[src/rtl/uart_tx_arbiter_pkg.sv]
// Shared types and helpers for the UART transmit arbiter and its round-robin picker.
// The optional burst lock (UART_ARB_LOCK_EN) needs nothing from this package.
package uart_tx_arbiter_pkg;

    localparam int unsigned UART_BYTE_W = 8;

    typedef enum logic [1:0] {
        ST_IDLE = 2'd0,
        ST_SEND = 2'd1,
        ST_WAIT = 2'd2
    } arb_state_t;

    // Modulo-n add for n-entry rings where a < n and b <= n
    function automatic int unsigned wrap_add(input int unsigned a,
                                             input int unsigned b,
                                             input int unsigned n);
        int unsigned s;
        s = a + b;
        return (s >= n) ? (s - n) : s;
    endfunction

endpackage

[src/rtl/uart_tx_arbiter_rr_pick.sv]
// Combinational round-robin pick: first eligible request at or after ptr, wrapping.
// Reusable by any shared-resource arbiter; mask restricts eligibility (e.g. a burst lock).
module rr_pick
    import uart_tx_arbiter_pkg::*;
#(
    parameter  int unsigned N    = 4,
    localparam int unsigned ID_W = (N > 1) ? $clog2(N) : 1
) (
    input  logic [N-1:0]    req,
    input  logic [ID_W-1:0] ptr,
    input  logic [N-1:0]    mask,
    output logic [N-1:0]    grant,
    output logic [ID_W-1:0] idx,
    output logic            found
);

    logic [N-1:0] eligible;

    always_comb begin
        eligible = req & mask;
        grant    = '0;
        idx      = '0;
        found    = 1'b0;
        for (int unsigned i = 0; i < N; i++) begin
            if (!found && eligible[wrap_add(32'(ptr), i, N)]) begin
                found = 1'b1;
                grant[wrap_add(32'(ptr), i, N)] = 1'b1;
                idx   = ID_W'(wrap_add(32'(ptr), i, N));
            end
        end
    end

endmodule

[src/rtl/uart_tx_arbiter.sv]
// Round-robin scheduler sharing one UART byte serializer among NUM_REQ requesters.
// Define UART_ARB_LOCK_EN to add req_lock_i, which lets the last grantee hold the serializer.
module uart_tx_arbiter
    import uart_tx_arbiter_pkg::*;
#(
    parameter  int unsigned NUM_REQ = 4,
    localparam int unsigned ID_W    = (NUM_REQ > 1) ? $clog2(NUM_REQ) : 1
) (
    input  logic                           clk_i,
    input  logic                           rst_i,
    input  logic [NUM_REQ-1:0]             req_valid_i,
    input  logic [UART_BYTE_W*NUM_REQ-1:0] req_data_i,
    output logic [NUM_REQ-1:0]             req_ready_o,
`ifdef UART_ARB_LOCK_EN
    input  logic [NUM_REQ-1:0]             req_lock_i,
`endif
    output logic                           tx_write_o,
    output logic [UART_BYTE_W-1:0]         tx_data_o,
    input  logic                           tx_busy_i,
    output logic [ID_W-1:0]                grant_id_o,
    output logic                           idle_o
);

    arb_state_t             state;
    arb_state_t             state_nxt;
    logic [ID_W-1:0]        ptr;
    logic [ID_W-1:0]        pick_ptr;
    logic [NUM_REQ-1:0]     pick_mask;
    logic [NUM_REQ-1:0]     pick_grant;
    logic [ID_W-1:0]        pick_idx;
    logic                   pick_found;
    logic [UART_BYTE_W-1:0] pick_data;
    logic                   lock_hold;
    logic                   accept;

    // A held lock narrows eligibility to the last grantee and freezes the pointer
`ifdef UART_ARB_LOCK_EN
    assign lock_hold = req_lock_i[grant_id_o];
`else
    assign lock_hold = 1'b0;
`endif
    assign pick_mask = lock_hold ? (NUM_REQ'(1) << grant_id_o) : '1;
    assign pick_ptr  = lock_hold ? grant_id_o : ptr;

    rr_pick #(.N(NUM_REQ)) u_pick (
        .req   (req_valid_i),
        .ptr   (pick_ptr),
        .mask  (pick_mask),
        .grant (pick_grant),
        .idx   (pick_idx),
        .found (pick_found)
    );

    always_comb begin
        pick_data = '0;
        for (int i = 0; i < int'(NUM_REQ); i++) begin
            if (pick_grant[i]) begin
                pick_data = pick_data | req_data_i[i*UART_BYTE_W +: UART_BYTE_W];
            end
        end
    end

    always_ff @(posedge clk_i or posedge rst_i) begin
        if (rst_i) begin
            state <= ST_IDLE;
        end else begin
            state <= state_nxt;
        end
    end

    // Next state and handshake; the write strobe is a pure decode of the state register
    always_comb begin
        state_nxt   = state;
        accept      = 1'b0;
        req_ready_o = '0;
        unique case (state)
            ST_IDLE: begin
                if (!tx_busy_i && pick_found) begin
                    accept      = 1'b1;
                    req_ready_o = pick_grant;
                    state_nxt   = ST_SEND;
                end
            end
            ST_SEND: state_nxt = ST_WAIT;
            ST_WAIT: begin
                if (!tx_busy_i) begin
                    state_nxt = ST_IDLE;
                end
            end
            default: state_nxt = ST_IDLE;
        endcase
    end

    assign tx_write_o = (state == ST_SEND);
    assign idle_o     = (state == ST_IDLE) && !tx_busy_i;

    always_ff @(posedge clk_i or posedge rst_i) begin
        if (rst_i) begin
            ptr        <= '0;
            tx_data_o  <= '0;
            grant_id_o <= '0;
        end else if (accept) begin
            tx_data_o  <= pick_data;
            grant_id_o <= pick_idx;
            if (!lock_hold) begin
                ptr <= ID_W'(wrap_add(32'(pick_idx), 32'd1, NUM_REQ));
            end
        end
    end

endmodule

[config.mk]
export PLATFORM = sky130hd
export DESIGN_NAME = uart_tx_arbiter
export DESIGN_NICKNAME = d
export VERILOG_FILES = /design/src/rtl/uart_tx_arbiter_pkg.sv /design/src/rtl/uart_tx_arbiter_rr_pick.sv /design/src/rtl/uart_tx_arbiter.sv
export SDC_FILE = /design/constraint.sdc
export NUM_CORES = 1
export LEC_CHECK = 0
export CAP_MARGIN = 20
export CORE_ASPECT_RATIO = 1.5
export CORE_MARGIN = 2
export CORE_UTILIZATION = 25
export DETAILED_ROUTE_END_ITERATION = 16
export PLACE_DENSITY = 0.51
export SYNTH_ARGS = -nofsm -noshare
export SYNTH_HDL_FRONTEND = slang
export SYNTH_HIERARCHICAL = 1
export SYNTH_SLANG_ARGS = --single-unit
[constraint.sdc]
create_clock -name clk_i -period 9.1 [get_ports clk_i]
set_input_delay 0.91 -clock clk_i [delete_from_list [all_inputs] [get_ports clk_i]]
set_output_delay 0.91 -clock clk_i [all_outputs]
set_load 0.1 [all_outputs]
==> results of run 1 <==
cells in the mapped netlist (2+ instances only):
master / count / area (um^2)
a31oi_1: 5 / 31.3
buf_4: 2 / 15.0
ha_1: 7 / 87.6
buf_1: 4 / 15.0
a21oi_1: 5 / 25.0
nand4_1: 2 / 12.5
o221ai_1: 4 / 35.0
dfrtp_1: 14 / 350
a22oi_1: 16 / 120
mux2i_1: 6 / 60.1
a31oi_2: 3 / 37.5
mux2_2: 2 / 22.5
inv_1: 5 / 18.8
nor2_1: 12 / 45.0
and2_1: 7 / 43.8
o21ai_0: 2 / 10.0
nand2_1: 10 / 37.5
mux4_2: 2 / 45.0
nand4b_1: 2 / 17.5
a41oi_1: 4 / 35.0
how the worst min path moves through the flow:
| stage | startpoint | cells past startpoint | slack [ns] | to |
|---|---|---|---|---|
| CTS | grant_id_o[0]$_DFFE_PP0P_ | 1 | 0.51 | grant_id_o[0]$_DFFE_PP0P_ |
| finish | grant_id_o[0]$_DFFE_PP0P_ | 1 | 0.51 | grant_id_o[0]$_DFFE_PP0P_ |
| floorplan | state[0]$_DFFE_PP0P_ | 1 | 0.52 | state[1]$_DFFE_PP0P_ |
| detailed placement | grant_id_o[0]$_DFFE_PP0P_ | 1 | 0.49 | grant_id_o[0]$_DFFE_PP0P_ |
| global placement | grant_id_o[0]$_DFFE_PP0P_ | 1 | 0.49 | grant_id_o[0]$_DFFE_PP0P_ |
| global route | grant_id_o[0]$_DFFE_PP0P_ | 1 | 0.52 | grant_id_o[0]$_DFFE_PP0P_ |
critical path, stage by stage (launching register included):
cell and delay [ns]:
dfrtp_1 0.62, clkinv_1 0.41, ha_1 0.50, nand4bb_1 0.38, a41oi_1 0.33, mux2i_1 0.11
o221ai_1 0.65, and2_1 0.23, clkdlybuf4s50_1 1.14
metal layers:
| metal | vias to the layer above | share of wire, % | GRT usage [%] | wire [um] |
|---|---|---|---|---|
| met3 | 2 | 4.1 | 1.86 | 152 |
| met4 | 0 | 1.2 | 5.67 | 44 |
| met2 | 43 | 55 | 25.4 | 2060 |
| met1 | 620 | 40 | 15.2 | 1480 |
| li1 | 629 | - | - | - |
| met5 | - | 0 | 0 | 0 |
state kept, by name, summed over array words and instances, names as in the netlist:
signal and flops:
pick_ptr 2, tx_data_o 8, state 2, grant_id_o 2
stage by stage:
| stage | utilization (%) | total power [uW] | setup slack (ns) |
|---|---|---|---|
| after detailed placement | 39.0 | 728 | 3.70 |
| after global placement | 39.0 | 721 | 3.76 |
| after CTS | 39.8 | 781 | 3.54 |
| final | 39.8 | 775 | 3.57 |
| after floorplan | - | 597 | 5.08 |
| after global routing | 39.8 | 822 | 3.35 |
cells in the final DEF, fill, tap and decap left out, types with 2 or more instances in the layout:
cell	count
a21oi_1	5
mux2i_1	6
ha_1	7
nand4b_1	2
clkdlybuf4s50_1	54
o221ai_1	4
clkbuf_8	3
o21ai_0	2
nand2_1	10
nor2_1	12
a22oi_1	16
and2_1	7
a31oi_2	3
dfrtp_1	14
mux2_2	2
conb_1	14
a41oi_1	4
inv_1	5
mux4_2	2
nand4_1	2
a31oi_1	5
cells by family (layout without fill, tap and decap cells):
group | count (synthesis) | in the layout | share of synthesized area [%]
AO/OA/AOI/OAI | 44 | 44 | 26.5
AND/OR/NAND/NOR | 43 | 43 | 19.7
buffers and inverters | 15 | 65 | 5.68
flip-flops | 14 | 14 | 27.9
multiplexers | 11 | 11 | 12.3
adder cells (fa/ha/maj) | 7 | 7 | 6.97
other | 1 | 14 | 0.299
XOR/XNOR | 1 | 1 | 0.697
area by class of cell:
class	count	area [um^2]	share of cell area [%]
clock buffer	3	41.3	2.14
inverter	7	26.3	1.36
multi-input combinational	120	883	45.7
sequential	14	350	18.1
tap	66	82.6	4.27
timing repair buffer	55	548	28.4
power by group:
part           internal, uW  switching, uW  leakage [uW]
Clock                  29.3           21.6     0.0000216
Combinational           191            403      0.000581
Sequential             95.2           34.8      0.000164
==> impl_metrics.tcl, run 1 <==
set metrics [dict create \
    run_status "finished clean" \
    numPlacedInstances 262 \
    seq_cells_post_synth 14 \
    r2r_setup_slack_ns 5.57 \
    tritoncts.num_buffers 3 \
    worst-slew-pin-transition_ns 0.983 \
    yosysSeqAreaShare_pct 27.9 \
    crit_path_start_kind "flop" \
    routed_via_density 4.88 \
    rows 31 \
    largest_vdd_supply_drop_mv 0.132 \
    synth_warnings 6 \
    fin_tns_setup_ns 0 \
    worstSetupEndpoint "req_ready_o[2]" \
    wire_length_of_the_first_global_routing_pass_um 5990 \
    fin_nets 247 \
    critical_path_arrival_ns 4.62 \
    portBuffers 54 \
    clkLatencyLatePin_ns 0.24 \
    number_of_antenna_violations_at_the_first_check_in_global_routing 0 \
    min_period_ns 5.53 \
    synth.distinct_cells 42 \
    max-clock-path-buffers 2 \
    final-hold-violation-count 0 \
    half_perimeter_wire_length_after_detailed_placement_um 3040 \
    final-instance-count-excl-fill 265 \
    drt_first_iter_violations 48 \
    maximum_number_of_pins_on_one_net_before_global_route_repair 28 \
    final_max_slew_violation_count 0 \
    maxCapViolCount 0 \
    cp.required_ns 8.19 \
    cts_root_buffer "clkbuf_8" \
    clock_skew_ns 0.00262 \
    detailroute.via_count 1294 \
    setup_repair_after_global_routing_missed_its_margin "false" \
    worstRegToRegCells 8 \
    flow.area_growth_from_synthesis_pct 53.8 \
    fin_crit_sh_pct 60.8 \
    maxSlewHeadroom_pct 34.3 \
    cp_max_fo 14 \
    drt_drc_violations_left 0 \
    num-fill-cells 494 \
    achievable-frequency_ghz 0.181 \
    design_area_um2 1930 \
    floorplan.io_pins 55 \
    whs_ns 0.506 \
    cts_tree "yes" \
    ctsResizeCount 0 \
    synthesis.area_um2 1260 \
    static-leakage-power_uw 0.000766 \
    cts.hold.buffers_added 0 \
    clk_pin_slew_ns 0.06 \
    firstDrtPassIters 4 \
    number_of_global_route_vias_before_repair 1351 \
    synth_flop_cell "dfrtp_1" \
    synth_enable_flop_cells 0 \
    worst_setup_path_startpoint "pick_ptr[0]$_DFFE_PP0P_" \
    postPlaceCellArea_um2 1890 \
    floorplan_core_area_um2 4850 \
    dieArea_um2 5620 \
    drive_above_1_share_pct 7.54 \
    rr_startpoint "pick_ptr[0]$_DFFE_PP0P_" \
    dieWidth_um 61.9 \
    hold_class "flop to flop" \
    place_congestion 0.812 \
    drtAntennaViolNets 0 \
    ys_async_sr_fraction_pct 100 \
    setup_viol_count_final 0 \
    cellPowerDensity_nw_per_um2 401 \
    routedWlPerCell_um 14.1 \
    critical_path_end_type "primary output" \
    antenna_cells 0 \
    postSynthCellCount 136 \
    crit-reg2reg-capture "tx_data_o[4]$_DFFE_PP0P_" \
    die-height_um 90.8 \
    cts_setup_buffers 0 \
    htree_levels 1 \
    crit_type "flop to primary output" \
    grt_remaining_overflow 0 \
    detail_route.wirelength_um 3740 \
    groute.usage.overall_pct 14.0 \
    initial_utilization_pct 25.9 \
    number_of_clock_sinks_seen_by_cts 14 \
    avgSynthCellArea_um2 9.24 \
]
Note: power is estimated with default switching activity, not from simulation.
==> run 2, diff against run 1 <==
clock period = 5.1 ns   (was 9.1 ns; I/O delays follow)
==> impl_metrics.tcl, run 2 (same netlist as run 1, synthesis figures left out) <==
set metrics [dict create \
    run_status "finished clean" \
    htree_levels 1 \
    most-common-layout-cells "50 x clkdlybuf4s50_1, 16 x a22oi_1, 14 x dfrtp_1, 14 x conb_1, 12 x nor2_1" \
    portBuffers 54 \
    routedWlPerCell_um 13.9 \
    most_common_cell_after_layout_fill_and_taps_aside "clkdlybuf4s50_1" \
    fin_tns_setup_ns 0 \
    maximum_number_of_pins_on_one_net_before_global_route_repair 20 \
    r2r_setup_slack_ns 1.72 \
    half_perimeter_wire_length_after_detailed_placement_um 3070 \
    wire_length_of_the_first_global_routing_pass_um 6040 \
    fin_crit_sh_pct 80.1 \
    number_of_global_route_vias_before_repair 1311 \
    dieWidth_um 61.9 \
    crit_family "compound AO/OA/AOI/OAI gates" \
    largest_register_ffs 8 \
    routed_via_density 4.83 \
    flow.area_growth_from_synthesis_pct 54.8 \
    min_period_ns 4.08 \
    crit_type "flop to primary output" \
    postPlaceCellArea_um2 1900 \
    biggest_register "tx_data_o" \
    achievable-frequency_ghz 0.245 \
    maxSlewHeadroom_pct 32.8 \
    detailroute.via_count 1295 \
    cp_max_fo 14 \
    cts_root_buffer "clkbuf_8" \
    max-clock-path-buffers 2 \
    number_of_antenna_violations_at_the_first_check_in_global_routing 0 \
    initial_utilization_pct 25.9 \
    internal_power_summed_over_all_cells_uw 581 \
    cts_tree "yes" \
    netSwitchingPower_uw 823 \
    ctsResizeCount 0 \
    floorplan.io_pins 55 \
    cp_cell_sequence "clkinv_1 > ha_1 > nand4bb_1 > a41oi_1 > mux2i_1 > o221ai_1 > and2_1 > buf_4" \
    detail_route.wirelength_um 3720 \
    setup_repair_after_global_routing_missed_its_margin "false" \
    cts.hold.buffers_added 0 \
    groute.usage.overall_pct 14.3 \
    static-leakage-power_uw 0.000790 \
    floorplan_core_area_um2 4850 \
    firstDrtPassIters 4 \
    final-hold-violation-count 0 \
    hold_class "flop to flop" \
    sw_share_pct 58.6 \
    dp_worst_setup_slack_ns 1.24 \
    setup_viol_count_final 0 \
    power.share.combinational_pct 77.3 \
    drive_above_1_share_pct 10.9 \
    drtAntennaViolNets 0 \
    clk_pin_slew_ns 0.05 \
    antenna_cells 0 \
    place_congestion 0.828 \
    crit_slowest_cell "o221ai_1" \
    postLayoutSetupSlackWorst_ns 1.02 \
    design_area_um2 1940 \
    final_max_slew_violation_count 0 \
    critical_path_arrival_ns 3.57 \
    cp.required_ns 4.59 \
    rows 31 \
    number_of_clock_sinks_seen_by_cts 14 \
    clock_skew_ns 0.00372 \
    largest_vdd_supply_drop_mv 0.278 \
    dieArea_um2 5620 \
    cts_setup_buffers 0 \
    numPlacedInstances 265 \
    cellPowerDensity_nw_per_um2 722 \
    crit_buf_inv 2 \
    maxCapViolCount 0 \
    tritoncts.num_buffers 3 \
    drt_drc_violations_left 0 \
    power_frac_clock_pct 6.3 \
    whs_ns 0.519 \
    fin_nets 250 \
    grt_remaining_overflow 0 \
    final-instance-count-excl-fill 268 \
    crit_path_start_kind "flop" \
    drt_first_iter_violations 36 \
    critical_path_end_type "primary output" \
    die-height_um 90.8 \
    clkLatencyLatePin_ns 0.24 \
    seq_power_share_pct 16.4 \
    worst-slew-pin-transition_ns 1.00 \
    timing.critical_path.slowest_cell_delay_ns 0.66 \
]
==> run 2: path summary, 6_finish.rpt <==
path,from,endpoint,cells past startpoint
worst min register to register,grant_id_o[0]$_DFFE_PP0P_,grant_id_o[0]$_DFFE_PP0P_,1
max in group asynchronous,rst_i,grant_id_o[1]$_DFFE_PP0P_,2
min in group asynchronous,rst_i,tx_data_o[1]$_DFFE_PP0P_,2
worst max-delay path,pick_ptr[0]$_DFFE_PP0P_,req_ready_o[2],8
worst min-delay path,grant_id_o[0]$_DFFE_PP0P_,grant_id_o[0]$_DFFE_PP0P_,1
worst max register to register,pick_ptr[0]$_DFFE_PP0P_,grant_id_o[1]$_DFFE_PP0P_,8
==> run 2: routing by layer <==
layer,vias up,share of wire (%),GRT usage [%]
li1,634,-,-
met1,611,38,16.4
met2,46,55,25.4
met3,4,4.8,1.43
met4,0,1.7,6.03
met5,-,0,0
==> run 2: worst register-to-register path, cell delays in order, from the launching register on <==
cell and delay (ns):
dfrtp_1 0.59, clkinv_1 0.38, ha_1 0.48, nand4bb_1 0.32
nand4_1 0.21, or3b_1 0.14, nor4b_4 0.44, buf_4 0.34
mux2_2 0.37
==> run 2: through the flow <==
stage	util, %	total power (uW)
after floorplan	-	1070
after global placement	39.3	1320
after detailed placement	39.3	1330
after CTS	40.1	1420
after global routing	40.1	1500
final	40.1	1400
==> run 2: final cells by class <==
type	instances	area [um^2]
Multi-Input combinational cell	120	883
Tap cell	66	82.6
Timing Repair Buffer	58	561
Sequential cell	14	350
Clock buffer	3	41.3
Fill cell	507	2900
Inverter	7	26.3
==> run 2: power by group through the flow <==
| stage | Combinational, uW | Sequential (uW) | Clock [uW] |
|---|---|---|---|
| 2_1_floorplan | 558 | 508 | 0 |
| 3_3_place_gp | 1090 | 229 | 0 |
| 3_5_place_dp | 1090 | 233 | 0 |
| 4_1_cts | 1100 | 231 | 94.2 |
| 5_1_grt | 1160 | 242 | 97.3 |
| 6_report | 1080 | 230 | 89.0 |
==> run 3, diff against run 2 <==
PLACE_DENSITY = 0.53   (was 0.51)
clock period = 3.69 ns   (was 5.1 ns; I/O delays follow)
==> impl_metrics.tcl, run 3 (same netlist as run 1, synthesis figures left out) <==
set metrics [dict create \
    drive_above_1_share_pct 13.5 \
    number_of_clock_sinks_seen_by_cts 14 \
    setup_repair_after_global_routing_missed_its_margin "false" \
    maxSlewHeadroom_pct 33.4 \
    final_max_slew_violation_count 0 \
    crit_slowest_cell "mux4_2" \
    max-clock-path-buffers 2 \
    place_congestion 0.776 \
    floorplan.io_pins 55 \
    final-hold-violation-count 0 \
    crit_type "input pin to primary output" \
    cts.hold.buffers_added 0 \
    cts_tree "yes" \
    postLayoutSetupSlackWorst_ns 0.543 \
    fin_tns_setup_ns 0 \
    min_period_ns 3.15 \
    number_of_global_route_vias_before_repair 1370 \
    number_of_antenna_violations_at_the_first_check_in_global_routing 0 \
    detailroute.via_count 1295 \
    most-common-layout-cells "49 x clkdlybuf4s50_1, 16 x a22oi_1, 14 x dfrtp_1, 14 x conb_1, 12 x nor2_1" \
    antenna_cells 0 \
    wire_length_of_the_first_global_routing_pass_um 5840 \
    ctsResizeCount 0 \
    initial_utilization_pct 25.9 \
    most_common_cell_after_layout_fill_and_taps_aside "clkdlybuf4s50_1" \
    hold_class "input pin to asynchronous set/reset pin" \
    cp.required_ns 3.32 \
    half_perimeter_wire_length_after_detailed_placement_um 3040 \
    htree_levels 1 \
    largest_vdd_supply_drop_mv 0.390 \
    crit_family "simple AND/OR/NAND/NOR gates" \
    cts_root_buffer "clkbuf_8" \
    cp_cell_sequence "clkdlybuf4s50_1 > and2_1 > mux4_2 > or2_4 > or3b_1 > nor4b_4 > and2_1 > buf_12" \
    drtAntennaViolNets 0 \
    dieArea_um2 5620 \
    detail_route.wirelength_um 3620 \
    largest_register_ffs 8 \
    cts_setup_buffers 0 \
    firstDrtPassIters 4 \
    crit_path_start_kind "input pin" \
    grt_remaining_overflow 0 \
    biggest_register "tx_data_o" \
    static-leakage-power_uw 0.000829 \
    critical-path-top-cell-by-count "and2_1" \
    clock_skew_ns 0.000626 \
    die-height_um 90.8 \
    maximum_number_of_pins_on_one_net_before_global_route_repair 24 \
    routedWlPerCell_um 13.3 \
    routed_via_density 4.74 \
    critical_path_end_type "primary output" \
    groute.usage.overall_pct 13.3 \
    achievable-frequency_ghz 0.318 \
    maxCapViolCount 0 \
    worst-slew-pin-transition_ns 0.995 \
    crit_buf_inv 2 \
    timing.critical_path.slowest_cell_delay_ns 0.56 \
    fin_nets 254 \
    rows 31 \
    critical_path_arrival_ns 2.78 \
    floorplan_core_area_um2 4850 \
    portBuffers 54 \
    flow.area_growth_from_synthesis_pct 62.1 \
    setup_viol_count_final 0 \
    clk_pin_slew_ns 0.06 \
    dp_worst_setup_slack_ns 0.556 \
    run_status "finished clean" \
    r2r_setup_slack_ns 1.04 \
    num-fill-cells 506 \
    drt_drc_violations_left 0 \
    clkLatencyLatePin_ns 0.24 \
    cp_max_fo 7 \
    drt_first_iter_violations 37 \
    cellPowerDensity_nw_per_um2 994 \
    dieWidth_um 61.9 \
    fin_crit_sh_pct 85.3 \
    tritoncts.num_buffers 3 \
]
## run 3: changes by cell type in the layout (fill, tap and decap cells not counted), sizes merged
cell           delta
clkbuf            +1
clkdlybuf4s50     -1
buf               +5
## run 3: metrics by stage
step                      area [um^2]  total power (uW)  instances  utilization [%]  hold WS, ns
after floorplan                  1310              1470        149                -        0.258
after global placement           1980              1870        269             40.9        0.501
after detailed placement         1980              1890        269             40.9        0.505
after CTS                        2040              2040        273             42.0        0.495
after global routing             2040              2150        273             42.0        0.518
final                            2040              2020        273             42.0        0.472
## run 3: worst paths after layout
kind | end | cells after the start | startpoint
worst max-delay path | req_ready_o[2] | 8 | req_valid_i[2]
worst min-delay path | tx_data_o[0]$_DFFE_PP0P_ | 2 | rst_i
worst max register to register | grant_id_o[0]$_DFFE_PP0P_ | 8 | pick_ptr[1]$_DFFE_PP0P_
worst min register to register | grant_id_o[1]$_DFFE_PP0P_ | 1 | grant_id_o[1]$_DFFE_PP0P_
max in group asynchronous | grant_id_o[1]$_DFFE_PP0P_ | 2 | rst_i
min in group clk_i | grant_id_o[1]$_DFFE_PP0P_ | 1 | grant_id_o[1]$_DFFE_PP0P_
## run 3: layout make-up
cell class                 instances  area [um^2]  share of cell area, %
sequential                        14          350                   17.2
timing repair buffer              62          638                   31.3
clock buffer                       4         55.1                   2.70
inverter                           7         26.3                   1.29
multi-input combinational        120          883                   43.4
tap                               66         82.6                   4.06
## run 3: per-layer routing
layer  part of all wire [%]  GRT usage [%]
met2                     54           25.2
met5                      0              0
met1                     39           14.0
met4                    1.0           3.01
met3                    6.0           2.58
## run 3: where the power goes
group	internal [uW]	switching [uW]
Clock	94.3	50.3
Combinational	545	1050
Sequential	235	50.4
Total	874	1150
